### config.mk
export PLATFORM = sky130hd
export DESIGN_NAME = veda_mem_copier
export DESIGN_NICKNAME = d
export VERILOG_FILES = /design/src/rtl/veda_mem_pkg.sv /design/src/rtl/veda_addr_step.sv /design/src/rtl/veda_mem_copier.sv
export SDC_FILE = /design/constraint.sdc
export NUM_CORES = 1
export LEC_CHECK = 0
export BUFFER_PORTS_ARGS = -buffer_cell sky130_fd_sc_hd__buf_2
export CAP_MARGIN = 20
export CELL_PAD_IN_SITES_DETAIL_PLACEMENT = 1
export CELL_PAD_IN_SITES_GLOBAL_PLACEMENT = 1
export CORE_ASPECT_RATIO = 0.6
export CORE_UTILIZATION = 44
export CTS_CLUSTER_DIAMETER = 100
export DETAILED_ROUTE_END_ITERATION = 8
export PLACE_DENSITY = 0.84
export SLEW_MARGIN = 10
export SYNTH_ARGS = -nofsm -noshare
export SYNTH_HDL_FRONTEND = slang
export SYNTH_HIERARCHICAL = 1
export SYNTH_SLANG_ARGS = --single-unit
### constraint.sdc
create_clock -name clk -period 8.3 [get_ports clk]
set_clock_uncertainty 0.15 [all_clocks]
set_input_delay 0.415 -clock clk [delete_from_list [all_inputs] [get_ports clk]]
set_output_delay 0.415 -clock clk [all_outputs]
set_load 0.01 [all_outputs]
### src/rtl/veda_mem_pkg.sv
// rtl/veda_mem_pkg.sv - shared constants and types for the veda memory copier
package veda_mem_pkg;

   localparam int AW    = 6;
   localparam int DW    = 8;
   localparam int DEPTH = 1 << AW;

   localparam logic OP_COPY = 1'b0;
   localparam logic OP_FILL = 1'b1;

   typedef enum logic [2:0] {IDLE, RD, WAIT, WR, FILL, FIN} state_t;

endpackage

### src/rtl/veda_addr_step.sv
// rtl/veda_addr_step.sv - wrap-around address pointer with load, increment and decrement
module veda_addr_step #(
   parameter int AW = veda_mem_pkg::AW
) (
   input  logic          clk,
   input  logic          rst,
   input  logic          i_load,
   input  logic [AW-1:0] i_load_val,
   input  logic          i_step,
   input  logic          i_down,
   output logic [AW-1:0] o_ptr
);

   logic [AW-1:0] r_ptr;

   // Natural AW-bit overflow gives the mod 2**AW wrap.
   always_ff @(posedge clk) begin
      if (rst) begin
         r_ptr <= '0;
      end else if (i_load) begin
         r_ptr <= i_load_val;
      end else if (i_step) begin
         r_ptr <= i_down ? r_ptr - AW'(1) : r_ptr + AW'(1);
      end
   end

   assign o_ptr = r_ptr;

endmodule

### src/rtl/veda_mem_copier.sv
// rtl/veda_mem_copier.sv - command-driven block copy / fill engine for one veda memory port
module veda_mem_copier #(
   parameter int AW     = veda_mem_pkg::AW,
   parameter int DW     = veda_mem_pkg::DW,
   parameter int RD_LAT = 1
) (
   input  logic          clk,
   input  logic          rst,
   input  logic          start,
   input  logic          op,
   input  logic [AW-1:0] src,
   input  logic [AW-1:0] dst,
   input  logic [AW:0]   len,
   input  logic [DW-1:0] fill_val,
   output logic          busy,
   output logic          done,
   output logic          err,
   output logic [AW:0]   words_done,
   output logic          mem_we,
   output logic [AW-1:0] mem_addr_a,
   output logic [AW-1:0] mem_addr_b,
   output logic [DW-1:0] mem_data_in,
   output logic          mem_mode,
   input  logic [DW-1:0] mem_data_out
);

   import veda_mem_pkg::*;

   localparam int          L_DEPTH   = 1 << AW;
   localparam logic [AW:0] L_LEN_MAX = (AW+1)'(L_DEPTH);

   state_t        r_state, w_next;
   logic [AW:0]   r_len, w_len_c, r_words_done;
   logic [AW-1:0] w_diff, w_rd_base, w_wr_base, w_rd_ptr, w_wr_ptr;
   logic [DW-1:0] r_buf;
   logic [1:0]    r_wait_cnt;
   logic          r_desc, r_mem_we, r_busy, r_done, r_err, r_mode;
   logic          w_desc, w_reject, w_load, w_step_rd, w_step_wr, w_cap;
   logic          w_err_n, w_wd_inc, w_wait_last, w_last_word;

   assign w_len_c  = (len > L_LEN_MAX) ? L_LEN_MAX : len;
   assign w_diff   = dst - src;
   // Destination overlapping above the source must be copied top-down.
   assign w_desc   = (op == OP_COPY) && (w_diff != '0) && ({1'b0, w_diff} < w_len_c);
   assign w_reject = (op == OP_COPY) && (w_len_c == L_LEN_MAX) && (src != dst);
   assign w_rd_base = w_desc ? src + w_len_c[AW-1:0] - AW'(1) : src;
   assign w_wr_base = w_desc ? dst + w_len_c[AW-1:0] - AW'(1) : dst;

   assign w_wait_last = ({30'd0, r_wait_cnt} == 32'(RD_LAT - 1));
   assign w_last_word = ((r_words_done + (AW+1)'(1)) == r_len);

   always_comb begin
      w_next    = r_state;
      w_load    = 1'b0;
      w_step_rd = 1'b0;
      w_step_wr = 1'b0;
      w_cap     = 1'b0;
      w_err_n   = 1'b0;
      w_wd_inc  = 1'b0;
      case (r_state)
         IDLE: begin
            if (start) begin
               w_load = 1'b1;
               if (w_len_c == '0) begin
                  w_next = FIN;
               end else if (w_reject) begin
                  w_next  = FIN;
                  w_err_n = 1'b1;
               end else if (op == OP_FILL) begin
                  w_next = FILL;
               end else begin
                  w_next = RD;
               end
            end
         end
         RD:   w_next = WAIT;
         WAIT: begin
            if (w_wait_last) begin
               w_cap  = 1'b1;
               w_next = WR;
            end
         end
         WR: begin
            w_step_rd = 1'b1;
            w_step_wr = 1'b1;
            w_wd_inc  = 1'b1;
            w_next    = w_last_word ? FIN : RD;
         end
         FILL: begin
            w_step_wr = 1'b1;
            w_wd_inc  = 1'b1;
            if (w_last_word) w_next = FIN;
         end
         FIN:     w_next = IDLE;
         default: w_next = IDLE;
      endcase
   end

   // Outputs are registered from the next state so they line up with r_state.
   always_ff @(posedge clk) begin
      if (rst) begin
         r_state      <= IDLE;
         r_len        <= '0;
         r_desc       <= 1'b0;
         r_buf        <= '0;
         r_wait_cnt   <= '0;
         r_words_done <= '0;
         r_mem_we     <= 1'b0;
         r_busy       <= 1'b0;
         r_done       <= 1'b0;
         r_err        <= 1'b0;
         r_mode       <= 1'b0;
      end else begin
         r_state    <= w_next;
         r_mode     <= 1'b1;
         r_mem_we   <= (w_next == WR) || (w_next == FILL);
         r_busy     <= (w_next != IDLE) && (w_next != FIN);
         r_done     <= (w_next == FIN);
         r_err      <= w_err_n;
         r_wait_cnt <= (r_state == WAIT && w_next == WAIT) ? r_wait_cnt + 2'd1 : 2'd0;
         if (w_load) begin
            r_len        <= w_len_c;
            r_desc       <= w_desc;
            r_buf        <= fill_val;
            r_words_done <= '0;
         end else begin
            if (w_cap)    r_buf        <= mem_data_out;
            if (w_wd_inc) r_words_done <= r_words_done + (AW+1)'(1);
         end
      end
   end

   veda_addr_step #(.AW(AW)) u_rd_ptr (
      .clk        (clk),
      .rst        (rst),
      .i_load     (w_load),
      .i_load_val (w_rd_base),
      .i_step     (w_step_rd),
      .i_down     (r_desc),
      .o_ptr      (w_rd_ptr)
   );

   veda_addr_step #(.AW(AW)) u_wr_ptr (
      .clk        (clk),
      .rst        (rst),
      .i_load     (w_load),
      .i_load_val (w_wr_base),
      .i_step     (w_step_wr),
      .i_down     (r_desc),
      .o_ptr      (w_wr_ptr)
   );

   assign busy        = r_busy;
   assign done        = r_done;
   assign err         = r_err;
   assign words_done  = r_words_done;
   assign mem_we      = r_mem_we;
   assign mem_addr_a  = w_wr_ptr;
   assign mem_addr_b  = w_rd_ptr;
   assign mem_data_in = r_buf;
   assign mem_mode    = r_mode;

endmodule

== Word-level counts from Yosys, hierarchy flattened ==
Cells that the tools add are included.

* Bits in registers: 45
* Bits of input ports: 39
* Output and inout bits: 32
* Logic and storage cells: 88

* $add $sub $neg: 11
* Order comparisons: 2
* Equality and inequality tests: 12
* Multiplexer cells: 27
* Bitwise operators: 4
* Reductions and logical operators: 19

{| class="wikitable"
|+ Operators by type and width
! kind !! number
|-
| $mux W6 || 8
|-
| $sub A6 B1 Y6 const B || 4
|-
| $mux W3 || 7
|-
| $mux W8 || 2
|-
| $pmux W3 S5 || 1
|-
| $add A6 B1 Y6 const B || 2
|-
| $add A6 B6 Y6 || 2
|-
| $eq A3 B2 Y1 const B || 4
|-
| $eq A3 B3 Y1 const B || 3
|-
| $mux W1 || 8
|-
| $add A7 B1 Y7 const B || 1
|-
| $eq A7 B7 Y1 || 1
|-
| $eq A7 B7 Y1 const B || 1
|-
| $gt A7 B7 Y1 const B || 1
|-
| $logic_not A7 Y1 || 1
|-
| $lt A6 B7 Y1 || 1
|-
| $mux W7 || 1
|-
| $logic_and A1 B1 Y1 || 6
|-
| $ne A6 B6 Y1 || 1
|-
| $reduce_bool A2 Y1 || 3
|-
| $reduce_bool A6 Y1 || 1
|-
| $reduce_or A2 Y1 || 3
|-
| $sub A6 B6 Y6 || 1
|-
| $not A1 Y1 || 4
|-
| 8 further kinds || 8
|}

== Depth between registers and ports, before layout ==
Gate-level depths: netlist of the first run.

* Word-level depth: 13
* Mapped depth: 16
* Gate-level depth less buffers: 15

== Modules after synthesis ==
Netlist of the first run, hierarchy kept.

{| class="wikitable"
|+ Modules (own cells, without submodules)
! module !! instances !! cells each !! area an instance (µm²) !! sequential area each (µm²)
|-
| veda_mem_copier || 1 || 322 || 2580.0 || 660.6
|-
| veda_addr_step || 2 || 55 || 473.0 || 120.1
|}

== Least setup slack after synthesis of the first run ==
OpenSTA, ideal clock, no wires.

* Path type: in2reg
* From: in src[1]
* To: reg u_wr_ptr.r_ptr[1] (netlist: u_wr_ptr/o_ptr[1])
* Library setup time: 114 ps
* Arrival: 3004 ps
* Data required time: 8036 ps
* Path slack: 5032 ps
* Stages: 14
* Path buffers: 1
* Path through: inv_1 ha_1 nor2b_1 o21a_1 or3_1 and2_2 ha_1 o2111a_1 a21oi_1 o21ai_2 buf_6 mux2_4 a21oi_1 nor2_1

* Longest elaborated chain between the ends: 6
* Elaborated cells on any way between the ends: 7
* Classes of those cells: 1 x add/sub; 1 x order compare; 2 x mux; 3 x reduce/logical

{| class="wikitable"
|+ Ends and longest elaborated chain
! element !! RTL line !! RTL
|-
| from (decl) || veda_mem_copier.sv:11 || <nowiki>input logic [AW-1:0] src,</nowiki>
|-
| $sub A6 B6 Y6 (*) || veda_mem_copier.sv:42 || <nowiki>assign w_diff = dst - src;</nowiki>
|-
| parallel branches: the longest is 2 deep, another holds $lt A6 B7 Y1 || - ||
|-
| $logic_and A1 B1 Y1 (*) || veda_mem_copier.sv:44 || <nowiki>assign w_desc = (op == OP_COPY) && (w_diff != '0) && ({1'b0, w_diff} < w_len_c);</nowiki>
|-
| $mux W6 (*) || veda_mem_copier.sv:47 || <nowiki>assign w_wr_base = w_desc ? dst + w_len_c[AW-1:0] - AW'(1) : dst;</nowiki>
|-
| net w_wr_base[1] || veda_mem_copier.sv:34 || <nowiki>logic [AW-1:0] w_diff, w_rd_base, w_wr_base, w_rd_ptr, w_wr_ptr;</nowiki>
|-
| $mux W6 (*) || veda_addr_step.sv:20 || <nowiki>end else if (i_load) begin</nowiki>
|-
| to (signal assigned) || veda_addr_step.sv:21 || <nowiki>r_ptr <= i_load_val;</nowiki>
|-
| to (signal assigned) || veda_addr_step.sv:23 || <nowiki>r_ptr <= i_down ? r_ptr - AW'(1) : r_ptr + AW'(1);</nowiki>
|-
| to (decl) || veda_addr_step.sv:14 || <nowiki>logic [AW-1:0] r_ptr;</nowiki>
|}

Mark *: on every way through the listed nets, which the timed path passes.
A chain may end at the register's enable or synchronous reset.

== Worst setup path in the final report of the first run ==
* From: in src[1]
* To: reg u_rd_ptr.r_ptr[1] (netlist: u_rd_ptr/o_ptr[1])

* Longest elaborated chain between the ends: 6
* Elaborated cells on any way between the ends: 9
* Classes of those cells: 3 x add/sub; 1 x order compare; 2 x mux; 3 x reduce/logical

{| class="wikitable"
|+ Ends and longest elaborated chain
! element !! RTL line !! RTL
|-
| parallel branches: the longest is 4 deep, another holds $lt A6 B7 Y1 || - ||
|-
| $mux W6 (*) || veda_mem_copier.sv:46 || <nowiki>assign w_rd_base = w_desc ? src + w_len_c[AW-1:0] - AW'(1) : src;</nowiki>
|-
| net w_rd_base[1] || veda_mem_copier.sv:34 ||
|-
| $mux W6 (*) || veda_addr_step.sv:20 ||
|-
| to (signal assigned) || veda_addr_step.sv:21 ||
|-
| to (signal assigned) || veda_addr_step.sv:23 ||
|-
| to (decl) || veda_addr_step.sv:14 ||
|}

Marks and branches as above.

==> metrics, run 1 <==
Slew headroom 0.345; met3 wire len 545 microns; Ant. Diodes 0; # Post-CTS Setup Buffers 0; Tcrit/Tclk final 0.415; commonest non-fill, non-tap cell in the layout buf_2; Syn Inst Count 432; cts bufs inserted 5; number of global-route vias before repair 3561; global-route wire length before repair 18.0 mm; Metal-1 WL 5.39 mm; CTS resizes 0; I/O pins 71; DR vias/cell 5.71; Post-Route WL roughly 11 mm; worst-path fanout max 11; FF+latch count, synth 45; CP Data Required Time 8.30 ns; clock-pin slew on the worst setup and hold paths 0.07 ns; Worst Hold Depth 3; Fin Setup TNS 0 ns; GRT overflow 0; number of synthesized flops with an enable pin 0; drt first pass iters 5; VDD IR max 0.000116 V; DP HPWL around 8.6 mm; FF/Latch Area 901 sq um; Final #Nets 579; num rows 24; worst hold path endpoint mem_data_in[7]; Post-Syn Area per Cell 8.16 sq um; RR Endpoint u_rd_ptr/o_ptr[5]; initial antenna violation count 0; wire length on met2 4.85 mm; Area Overhead vs Synth 16.6%; multi-input gate area in the final layout 2380 sq um; xor and xnor area share after synthesis 0.0845; largest net degree at the start of global routing 37; WS Path Type in2reg; Final WS setup around 5 ns; residual DRC count 0; RSZ-0062 raised after global routing no; Die ar. about 8400 sq um; die height 71.3 microns; static leakage 1.92 nW; Final Max Tran Viols 0; Post-synth top flop dfxtp_1; Reg-to-Reg Start r_state[2]; DRT antenna net count 0; htree depth 2; Clock Root Buffer clkbuf_16; worst slack at placement around 4.6 ns; Vias 3431; IO buf count 70; Iter 0 DRT Violations 300; worst r2r path cells 6; Initial Util 0.470; Power Dens Cells 217 nW/um^2; Max Cap Viol 0; fraction of registers with async set/reset 0; post-synthesis compound-gate area fraction 0.187; count of cell types in the netlist 53; DR top layer met4; CP Capture Type flop; post-synthesis mux area share 0.0479; Hold Startpoint fill_val[7]; Sink Count 45; drt wl/cell 18.1 microns; CTS tree built; Critical Path Source Type primary input; ratio of cells with drive above 1 in the final layout 0.187; # fillers 936; final hold vios 0; Slew @ Worst Pin 0.978 ns; Seq/Total Area, Yosys 0.256; final worst path period need 3.44 ns; Max Fclk 0.290 GHz; Final Total Pwr 0.000894 W; Post-Syn Area 3530 sq um; Hold Buf Count CTS 0; Synth Area in Simple Gates 0.192; most frequent cells in the layout buf_2, inv_1, dfxtp_1; Reg2Reg Setup Slack 5.08 ns; latest clock arrival within the worst-skew pair 0.29 ns; main combinational cell family by area after synthesis simple AND/OR/NAND/NOR gates; maximum clock path buffer count 2; outcome complete, no violations; placer congestion estimate 0.810; total global-route track usage 0.272; Adder-Cell Fraction of Synth Area 0.163; Core Util, Final 0.548; Die W 118 microns; core area 7510 sq um; Warnings, synthesis 6; critical path arrival 3.44 ns; hold crit path type in2reg; syn_nets 514; final setup violation count 0
-- layout make-up --
cell class                 count  area share
clock buffer                   5      0.0304
clock inverter                 2     0.00852
inverter                      49      0.0447
multi-input combinational    325       0.579
sequential                    45       0.219
tap                          104      0.0316
timing repair buffer          71      0.0870
-- power by group --
part / leakage (nW) / switching [W] / internal (W)
clock: 0.0797 / 0.0000903 / 0.000140
combinational: 1.47 / 0.000224 / 0.000154
sequential: 0.368 / 0.0000334 / 0.000252
-- critical path, stage by stage --
cell and delay (ns):
buf_2 0.10, inv_1 0.12, ha_1 0.27, nor2b_1 0.15, o21a_1 0.21, or3_1 0.34
and2_2 0.21, ha_1 0.26, o2111a_1 0.23, a21oi_1 0.26, o21ai_2 0.29, mux2_2 0.36
a21oi_1 0.17, nor2_1 0.07
-- metal layers --
layer	vias to the layer above	global-route usage
met1	1665	0.373
li1	1639	-
met2	112	0.454
met3	15	0.0470
met4	0	0.0541
met5	-	0
-- synth_stat cells, types with 3 or more instances --
master | count | area share
mux2i_1 | 12 | 0.034
a31oi_1 | 5 | 0.0089
buf_2 | 5 | 0.0071
a21o_1 | 8 | 0.017
nor3_1 | 8 | 0.011
nand2_1 | 44 | 0.047
o21ai_0 | 10 | 0.014
fa_1 | 5 | 0.028
a211oi_1 | 3 | 0.0064
o211ai_1 | 3 | 0.0064
nor2b_1 | 5 | 0.0089
inv_1 | 48 | 0.051
a211o_1 | 3 | 0.0075
nor3b_1 | 7 | 0.015
clkbuf_1 | 7 | 0.0075
xor2_1 | 14 | 0.035
nand3b_1 | 3 | 0.0064
xnor2_1 | 20 | 0.050
nor2_1 | 31 | 0.033
or3_1 | 4 | 0.0071
a311oi_1 | 8 | 0.020
mux2_2 | 3 | 0.0096
a21oi_1 | 37 | 0.053
nor4b_1 | 4 | 0.0099
ha_1 | 38 | 0.13
dfxtp_1 | 45 | 0.26
o2111ai_1 | 3 | 0.0075
o21a_1 | 5 | 0.011
nand3_1 | 12 | 0.017
-- worst max path at each step --
stage                     cells past startpoint           endpoint  slack (ns)    from
after floorplan                              14  u_wr_ptr/o_ptr[1]        5.03  src[1]
after global placement                       12  u_rd_ptr/o_ptr[1]        4.73  dst[0]
after detailed placement                     14  u_rd_ptr/o_ptr[1]        4.58  src[1]
after CTS                                    14  u_rd_ptr/o_ptr[1]        4.91  src[1]
after global routing                         12  u_rd_ptr/o_ptr[1]        4.70  dst[0]
final                                        14  u_rd_ptr/o_ptr[1]        4.86  src[1]
-- kinds of logic (layout without fill, tap and decap cells) --
| logic type | Yosys count | after routing |
|---|---|---|
| AOI/OAI and AO/OA | 97 | 97 |
| xor gates and xnor gates | 34 | 34 |
| adders and majority gates | 43 | 43 |
| buffers and inverters | 62 | 127 |
| DFF | 45 | 45 |
| muxes | 16 | 16 |
| and+or+nand+nor | 135 | 135 |
-- per-stage QoR --
stage / cells / area [sq um] / hold WS (ns)
3_5_place_dp: 594 / 3950 / 0.271
3_3_place_gp: 594 / 3950 / 0.257
6_report: 601 / 4110 / 0.229
5_1_grt: 601 / 4110 / 0.248
2_1_floorplan: 432 / 3530 / 0.249
4_1_cts: 601 / 4110 / 0.233
-- flip-flops by register name (all words and copies together) (netlist names), 2 cells and up --
register        count
words_done          7
mem_data_in         8
r_state             3
r_wait_cnt          2
r_len               7
u_rd_ptr/o_ptr      6
u_wr_ptr/o_ptr      6
Note: power is estimated with default switching activity, not from simulation.
==> inputs of run 2 (changes only) <==
--- a/config.mk
+++ b/config.mk
@@ -10,10 +10,10 @@
 export CELL_PAD_IN_SITES_DETAIL_PLACEMENT = 1
 export CELL_PAD_IN_SITES_GLOBAL_PLACEMENT = 1
 export CORE_ASPECT_RATIO = 0.6
-export CORE_UTILIZATION = 44
+export CORE_UTILIZATION = 37
 export CTS_CLUSTER_DIAMETER = 100
 export DETAILED_ROUTE_END_ITERATION = 8
-export PLACE_DENSITY = 0.84
+export PLACE_DENSITY = 0.75
 export SLEW_MARGIN = 10
 export SYNTH_ARGS = -nofsm -noshare
 export SYNTH_HDL_FRONTEND = slang
==> constraint.sdc (replaced) <==
create_clock -name clk -period 3.1 [get_ports clk]
set_clock_uncertainty 0.15 [all_clocks]
set_input_delay 0.155 -clock clk [delete_from_list [all_inputs] [get_ports clk]]
set_output_delay 0.155 -clock clk [all_outputs]
set_load 0.01 [all_outputs]
==> run 2 against run 1 <==
Against the previous run: worst hold slack worse by 0.22 ns; non-clock buffer count up 38; combinational power rose to 2.9 times the previous value; cell area up 8.8%; die area up 18%; critical endpoint is now u_rd_ptr/o_ptr[5]; largest cell class unchanged.
==> metrics, run 2 (synthesis gave the netlist of run 1 again) <==
Area Overhead vs Synth 26.9% (was 16.6%); Max Fclk 0.344 GHz; Final #Nets 617 (was 579); Die ar. 9940 sq um (was 8390 sq um); critical path arrival 2.91 ns (was 3.44 ns); residual DRC count 0 (unchanged); RSZ-0062 raised after global routing no (unchanged); DR vias/cell 5.15 (was 5.71); Critical Path Slowest Stage Cell ha_1 (was mux2_2); Final Max Tran Viols 0 (unchanged); maximum clock path buffer count 2 (unchanged); Final Non-Filler Cells 665 (was 601); WS Path Type in2reg (unchanged); Worst path max stage delay 0.32 ns (was 0.36 ns); Tcrit/Tclk final 0.938; GRT overflow 0 (unchanged); hold crit path type in2reg (unchanged); most frequent cells in the layout buf_2, inv_1, dfxtp_1 (unchanged); outcome complete, no violations (unchanged); IO buf count 70 (unchanged); VDD IR max 0.000244 V (was 0.000116 V); worst-path fanout max 3 (was 11); latest clock arrival within the worst-skew pair 0.29 ns (about the same); total global-route track usage 0.234 (was 0.272); Slew headroom 0.549 (was 0.345); initial antenna violation count 0 (unchanged); global-route wire length before repair 18.0 mm (about the same); I/O pins 71 (unchanged); htree depth 2 (unchanged); core area 9220 sq um (was 7510 sq um); final setup violation count 0 (unchanged); Clock Root Buffer clkbuf_16 (unchanged); # Post-CTS Setup Buffers 0 (unchanged); drt wl/cell 16.6 microns (was 18.1 microns); WHS 0.00800 ns (was 0.229 ns); Initial Util 0.382 (was 0.470); Final Total Pwr 0.00246 W (was 0.000894 W); num rows 27 (was 24); commonest non-fill, non-tap cell in the layout buf_2 (unchanged); Slew @ Worst Pin 0.671 ns (was 0.978 ns); Vias 3425 (was 3431); Power Dens Cells 549 nW/um^2 (was 217 nW/um^2); Sink Count 45 (unchanged); Critical Path, Cell by Cell buf_2, inv_1, ha_1, nor2b_1, o21a_1, buf_4, o2111ai_1, o211ai_2, ha_1, a21oi_1, o21ai_0, a21oi_2, buf_4, o211ai_1, xnor2_1, a21oi_1, o32ai_2 (was buf_2, inv_1, ha_1, nor2b_1, o21a_1, or3_1, and2_2, ha_1, o2111a_1, a21oi_1, o21ai_2, mux2_2, a21oi_1, nor2_1); ratio of cells with drive above 1 in the final layout 0.222 (was 0.187); Post-Route WL 11.0 mm (was 10.9 mm); final hold vios 0 (unchanged); Iter 0 DRT Violations 172 (was 300); max reg flops 8 (unchanged); cts bufs inserted 5 (unchanged); drt first pass iters 4 (was 5); number of global-route vias before repair 3511 (was 3561); Cells after DPL 645 (was 594); Critical Path Source Type primary input (unchanged); buffers and inverters on the worst path 4 (was 2); CP Data Required Time 3.11 ns (was 8.30 ns); CP Capture Type flop (unchanged); placer congestion estimate 0.865 (was 0.810); worst slack at placement -0.165 ns (was 4.58 ns); DRT antenna net count 0 (unchanged); CTS tree built (unchanged); Die W 128 microns (was 118 microns); Max Cap Viol 0 (unchanged); DP HPWL 8.79 mm (was 8.59 mm); die height 77.6 microns (was 71.3 microns); Fin Setup TNS 0 ns (unchanged); Ant. Diodes 0 (unchanged); final worst path period need 2.91 ns; CP top delay family compound AO/OA/AOI/OAI gates (unchanged); static leakage 2.10 nW (was 1.92 nW); largest net degree at the start of global routing 31 (was 37); clock-pin slew on the worst setup and hold paths 0.06 ns (was 0.07 ns); Final WS setup 0.192 ns (was 4.86 ns)
run 2: area by class of cell:
cell class / instances / area [sq um]
fill: 1143 / 4750
multi-input combinational: 325 / 2390
sequential: 45 / 901
timing repair buffer: 109 / 676
inverter: 49 / 184
tap: 130 / 163
clock buffer: 5 / 125
clock inverter: 2 / 35.0
run 2: routing by layer:
| layer | track usage | part of all wire |
|---|---|---|
| met1 | 0.334 | 0.52 |
| met2 | 0.379 | 0.44 |
| met3 | 0.0345 | 0.036 |
| met4 | 0.0318 | 0.0046 |
| met5 | 0 | 0 |
run 2: metrics by stage:
stage	util	area, sq um
after floorplan	-	3530
after global placement	0.452	4170
after detailed placement	0.452	4170
after CTS	0.484	4460
after global routing	0.485	4470
final	0.485	4470
run 2: final timing paths:
check | startpoint | to | slack (ns) | depth (start not counted)
hold reg to reg | r_wait_cnt[0] | r_wait_cnt[0] | 0.30 | 1
setup / recovery | src[1] | u_rd_ptr/o_ptr[5] | 0.19 | 17
hold / removal | len[2] | r_len[2] | 0.008 | 3
setup reg to reg | words_done[0] | done | 0.50 | 7
run 2: power by group:
part | switching, W | internal (W) | leakage [nW]
sequential | 0.0000767 | 0.000674 | 0.368
clock | 0.000232 | 0.000375 | 0.0797
combinational | 0.000614 | 0.000485 | 1.65
run 2: timing repair:
item | 4_1_cts | 5_1_grt
hold endpoints to repair | 7 | 0
setup endpoints to repair | 0 | 5
hold buffers | 13 | 0
resized for setup | 0 | 2
run 2: worst min-delay path, delay by kind of cell:
family | cells | cell delay [ns]
buffers and inverters | 1 | 0.12
AO/OA/AOI/OAI | 1 | 0.05
AND/OR/NAND/NOR | 1 | 0.06
